===== config.mk =====
export PLATFORM = sky130hd
export DESIGN_NAME = complex_dot_acc
export DESIGN_NICKNAME = d
export VERILOG_FILES = /design/src/rtl/complex_dot_acc.sv
export SDC_FILE = /design/constraint.sdc
export NUM_CORES = 1
export LEC_CHECK = 0
export CORE_AREA = 2 2 114 144
export CTS_BUF_LIST = sky130_fd_sc_hd__clkbuf_8
export DETAILED_ROUTE_END_ITERATION = 8
export DIE_AREA = 0 0 116 146
export SLEW_MARGIN = 20
export SYNTH_ARGS = -nofsm -noshare
export SYNTH_HDL_FRONTEND = slang
export SYNTH_SLANG_ARGS = --single-unit

===== constraint.sdc =====
create_clock -name clk -period 2.7 [get_ports clk]
set_clock_uncertainty 0.1 [all_clocks]
set_input_delay 0.54 -clock clk [delete_from_list [all_inputs] [get_ports clk]]
set_output_delay 0.54 -clock clk [all_outputs]
set_load 0.05 [all_outputs]

===== src/rtl/complex_dot_acc.sv =====
// complex_dot_acc: accumulates LEN complex products, then presents the sum
// through a valid/ready hold stage. After each result handshake, inReady
// stays low for one extra cycle before the next dot product can start.
module complex_dot_acc #(
  parameter  int WIDTH     = 8,
  parameter  int LEN       = 4,
  localparam int ACC_WIDTH = 2*WIDTH + $clog2(LEN)
) (
  input  logic                        clk,
  input  logic                        rst_n,
  input  logic                        flush,
  input  logic                        inValid,
  input  logic signed [2*WIDTH-1:0]   inReal,
  input  logic signed [2*WIDTH-1:0]   inImag,
  output logic                        inReady,
  output logic                        outValid,
  output logic signed [ACC_WIDTH-1:0] outReal,
  output logic signed [ACC_WIDTH-1:0] outImag,
  input  logic                        outReady
);

  localparam int CNT_W = $clog2(LEN);
  localparam int EXT_W = ACC_WIDTH - 2*WIDTH;
  localparam logic [CNT_W-1:0] LAST = CNT_W'(LEN - 1);

  typedef enum logic {
    ACCUM = 1'b0,
    HOLD  = 1'b1
  } state_e;

  state_e                       state_q;
  logic signed [ACC_WIDTH-1:0]  acc_re_q, acc_im_q;
  logic signed [ACC_WIDTH-1:0]  out_re_q, out_im_q;
  logic        [CNT_W-1:0]      cnt_q;
  logic                         out_valid_q;
  logic                         in_ready_q;

  logic signed [ACC_WIDTH-1:0]  in_re_ext, in_im_ext;
  logic signed [ACC_WIDTH-1:0]  sum_re_d, sum_im_d;

  // Sign-extend the incoming product and form the running sum with it.
  // The accumulator is wide enough that LEN full-scale products cannot wrap.
  always_comb begin
    in_re_ext = {{EXT_W{inReal[2*WIDTH-1]}}, inReal};
    in_im_ext = {{EXT_W{inImag[2*WIDTH-1]}}, inImag};
    sum_re_d  = acc_re_q + in_re_ext;
    sum_im_d  = acc_im_q + in_im_ext;
  end

  // Control FSM plus datapath registers. The handshake flags are kept as
  // registers so the ports come straight from flops. When in_ready_q is low
  // in ACCUM, that cycle is the bubble that follows a result handshake.
  // NOTE: every register here is written with <= so all of them update
  // together from the values present before the edge.
  always_ff @(posedge clk or negedge rst_n) begin
    if (!rst_n) begin
      state_q     <= ACCUM;
      acc_re_q    <= '0;
      acc_im_q    <= '0;
      out_re_q    <= '0;
      out_im_q    <= '0;
      cnt_q       <= '0;
      out_valid_q <= 1'b0;
      in_ready_q  <= 1'b1;
    end else if (flush) begin
      // Flush discards both the partial sum and any pending result. The
      // last result value stays on the output, but it is no longer valid.
      state_q     <= ACCUM;
      acc_re_q    <= '0;
      acc_im_q    <= '0;
      cnt_q       <= '0;
      out_valid_q <= 1'b0;
      in_ready_q  <= 1'b1;
    end else begin
      case (state_q)
        ACCUM: begin
          if (!in_ready_q) begin
            in_ready_q <= 1'b1;
          end else if (inValid) begin
            if (cnt_q == LAST) begin
              out_re_q    <= sum_re_d;
              out_im_q    <= sum_im_d;
              acc_re_q    <= '0;
              acc_im_q    <= '0;
              cnt_q       <= '0;
              out_valid_q <= 1'b1;
              in_ready_q  <= 1'b0;
              state_q     <= HOLD;
            end else begin
              acc_re_q <= sum_re_d;
              acc_im_q <= sum_im_d;
              cnt_q    <= cnt_q + CNT_W'(1);
            end
          end
        end
        HOLD: begin
          // in_ready_q stays low, which produces the one-cycle bubble.
          if (outReady) begin
            out_valid_q <= 1'b0;
            state_q     <= ACCUM;
          end
        end
        default: state_q <= ACCUM;
      endcase
    end
  end

  assign inReady  = in_ready_q;
  assign outValid = out_valid_q;
  assign outReal  = out_re_q;
  assign outImag  = out_im_q;

endmodule


* Word level (Yosys, flattened, before mapping)
Index checks and enable logic that the tools add are counted.
Widths: inputs -> output; s select.
** Cells by class
- Muxes and demuxes :: 32
- Eq/ne operators :: 6
- Bitwise gates (word level) :: 2
- Reductions and logical operators :: 5
- Add/sub/neg operators :: 3
** Operators with widths (number)
- $mux 18 :: 10
- $add 18x16->18 :: 2
- $mux 1 :: 15
- $ne 3x3->1 const B :: 4
- $mux 2 :: 5
- $reduce_and 5->1 :: 1
- $pmux 1 s2 :: 2
- $reduce_and 4->1 :: 1
- $reduce_bool 2->1 :: 2
- $reduce_and 3->1 :: 1
- $add 2x1->2 const B :: 1
- $eq 2x2->1 const B :: 1
- $ne 2x2->1 const B :: 1
- $not 1->1 :: 2
** Word-level totals
- Flip-flop bits (word level) :: 77
- Word-level logic and storage cells :: 56
- Output and inout port bits :: 38
- Input port bits :: 37

* Longest topological paths before layout
- Word-level depth :: 6
- Mapped depth :: 9
- Depth with buffers taken out :: 9

* Worst setup path before layout
Ideal clock, no wire load.
- Path type :: input port to flip-flop
- From :: in inImag[0]
- To :: reg out_im_q[16], in the netlist outImag[16]
- Setup slack :: 82 ps
- Buffers on the path :: 0
- Setup time :: 125 ps
- Required time :: 2475 ps
- Stages :: 9
- Arrival time :: 2394 ps
- Path through :: ha_1 fa_1 a21oi_1 o21ai_1 a41oi_1 nand2_1 a221oi_2 xnor2_1 mux2_2
** On the way
- Cells in the longest elaborated chain, start to end :: 1
** Ends and longest elaborated chain
- start, declared :: line 14 : input logic signed [2*WIDTH-1:0] inImag,
- $add 18x16->18 :: line 47 : sum_im_d = acc_im_q + in_im_ext;
- end signal, assigned :: line 82 : out_im_q <= sum_im_d;
- end, declared :: line 33 : logic signed [ACC_WIDTH-1:0] out_re_q, out_im_q;
Every way passes these cells.
A chain may end at the register's enable or synchronous reset.

* Worst setup path after layout
- From :: in inReal[2]
- To :: reg out_re_q[15], in the netlist outReal[15]
** On the way
- Cells in the longest elaborated chain, start to end :: 1
** Ends and longest elaborated chain
- start, declared :: line 13 : input logic signed [2*WIDTH-1:0] inReal,
- $add 18x16->18 :: line 46 : sum_re_d = acc_re_q + in_re_ext;
- end signal, assigned :: line 81 : out_re_q <= sum_re_d;
- end, declared :: line 33
Every way passes these cells.

==> flow_summary.ini <==
[status]
run_status = complete, no violations

[cells_and_area]
num_antenna_cells = 0
fin_nets = 678
nFillCells = 1531
layout-drive-gt1-share_pct = 21.3
synthToLayoutAreaGrowth_pct = 43.3
utilization_pct = 41.2
final_area_sq_um = 6360

[clock_tree]
numCtsBuffers = 9
cts_tree = done
clock_path_buffers = 2
cts_hold_buf = 0
cts.clk_slew.worst_paths_ns = 0.09
htreeDepth = 3
cts-root-buf = clkbuf_8
insertion_delay_ns = 0.37
clock-sinks = 77

[logic_synthesis]
synth_area_leaders = dfrtp_1 (43%), ha_1 (9.9%), nand2_1 (8.3%)
synth.most_common_cell = nand2_1
seq_area_frac_synth_pct = 43.5
synth-seq-cells = 77
netlist_area_sq_um = 4440
synthTopCellsByCount = nand2_1 (98), dfrtp_1 (76), a21oi_1 (36), ha_1 (35), o21ai_0 (30)
synth_nets = 537
synth_edf_count = 0
ys_async_sr_fraction_pct = 100
ys_types = 49
synth_top_cell_by_area = dfrtp_1
synthCells = 463
ys.flop_type = dfrtp_1
syn_area_per_cell_sq_um = 9.58
synth_top_area_share_pct = 42.9
yosys_warnings = 0

[worst_setup_path]
crit_buf_inv = 1
crit_path_start_kind = input pin
worst_ep_required_time_ns = 2.87
cpMaxStageDelayCell = clkdlybuf4s50_1
worstSetupPathType = input pin to flip-flop
max_stage_delay_ns = 0.42
r2r_slack_ns = 0.21
cp_top_family = compound AO/OA/AOI/OAI gates
cp.arrival_ns = 2.79
reg2reg_to = outImag[16]
path_max_fanout = 3
critPathLaunch = inReal[2]
cp_cell_sequence = clkdlybuf4s50_1 > ha_1 > or3b_4 > a311oi_4 > a21oi_2 > o31ai_2 > xor2_1 > mux2_2
crit_path_end_kind = flip-flop
ff2ff_path_depth = 9
worstReg2RegStart = acc_im_q[0]
crit_cells = 8

[power]
cellLeakagePower_uw = 0.00303
fin_total_pwr_uw = 4760
p_sw_share_pct = 38.5
vdd_drop_max_mv = 0.390
p_int_uw = 2930
clkPwrFrac_pct = 23.1
power_per_cell_area_nw_per_um2 = 749
p_comb_share_pct = 45.4
power.switching_uw = 1840
p_seq_share_pct = 31.5

[min_path]
hold_path_class = input pin to async pin

[floorplanning]
coreArea_sq_um = 15400
die-area_sq_um = 16900
rows = 51
die_h_um = 146
fp.dieW_um = 116
pin_count = 75
initial_core_util_pct = 28.7

[global_routing]
grt_util_met1_pct = 18.8
use_met2_pct = 25.0
grt.busiest_layer = met2
grt_util_met3_pct = 3.54
overflow = 0
grt.total_usage_pct = 14.9
grt_max_degree = 45
grt_pass1_wl_mm = 20.0
grt_pass1_vias = 4082
antenna_found_initial = 0

[timing]
tightest_slew_ns = 0.598
finalHoldViolations = 0
fmax_mhz = 382
drv_slew = 0
min_period_over_period_pct = 97.0
post-route-min-period_ns = 2.62
setup_viol_count_final = 0
setup_slack_ns = 0.0802
relSlewSlack_pct = 60.1

[detailed_routing]
viasPerCell = 4.77
wirelength_mm = 12.0
via_count = 3919
drt_iter0_drc = 149
final_antenna_net_count = 0
wire_per_inst_um = 14.6
first_pass_iters = 4
drc = 0

[place]
dpl.hpwl_mm = 8.67
numPortBuffers = 74
place_area_sq_um = 5940
place_congestion = 0.908
pre_cts_ws_ns = -0.605

[job]
cap_violations = 0
==> placed cells by master (no fill, tap or decap), drive strengths merged, types with 7 or more instances in the layout <==
cell type	netlist	layout
xnor2	18	18
nand2	98	98
a21o	8	8
inv	8	8
a21oi	37	37
mux2	8	8
xor2	16	16
clkdlybuf4s50	0	69
clkbuf	12	10
buf	4	73
o21ai	33	33
ha	35	35
a22o	26	26
nand3	7	7
a211oi	7	7
nor2	19	19
dfrtp	76	76
==> power groups by stage <==
stage,clock [uW],sequential (uW),combinational (uW)
final,1100,1500,2160
after global placement,0,1520,2050
after global routing,1180,1530,2360
after floorplan,0,1980,839
after detailed placement,0,1520,2080
after CTS,1140,1500,2100
==> layer usage <==
layer | vias to the layer above | wire, um
met4 | 0 | 214
met1 | 1899 | 5380
met2 | 76 | 5900
met5 | - | 0
met3 | 19 | 516
li1 | 1925 | -
==> state kept, by name (all words and copies together) (netlist names) <==
name      count
cnt_q         2
outImag      18
inReady       1
acc_im_q     18
outValid      1
state_q       1
acc_re_q     18
outReal      18
==> stage by stage <==
step,cells,setup TNS [ns],hold slack (ns)
final,821,0,0.0125
after global routing,821,-0.105,0.0449
after CTS,819,0,0.0270
after detailed placement,802,-13.06,0.362
after global placement,802,-12.23,0.362
after floorplan,463,0,0.144
==> what timing repair did <==
action,CTS,global route
endpoints found under the setup margin,10,24
buffers inserted,1,2
gates resized for setup,6,27
pin swaps,3,18
==> layout make-up <==
type	instances	area [sq um]	share of cell area, %
timing repair buffer	146	1330	20.9
sequential	77	1930	30.3
tap	212	265	4.17
clock inverter	6	110	1.73
inverter	8	30.0	0.472
clock buffer	10	138	2.16
multi-input combinational	362	2560	40.3
==> kinds of logic (layout without fill, tap and decap cells) <==
logic type	Yosys count	after routing	share of synthesized area, %
compound gates	132	132	20.2
xor+xnor	34	34	6.71
fa+ha+maj	37	37	10.8
buf+inv	24	170	2.14
flops	77	77	43.5
mux	8	8	2.03
simple gates	151	151	14.7
==> worst max path at each step <==
stage	end
after floorplan	outImag[16]
after global placement	outReal[16]
after detailed placement	outReal[16]
after CTS	outReal[16]
after global routing	outImag[16]
final	outReal[15]
Note: power is estimated with default switching activity, not from simulation.
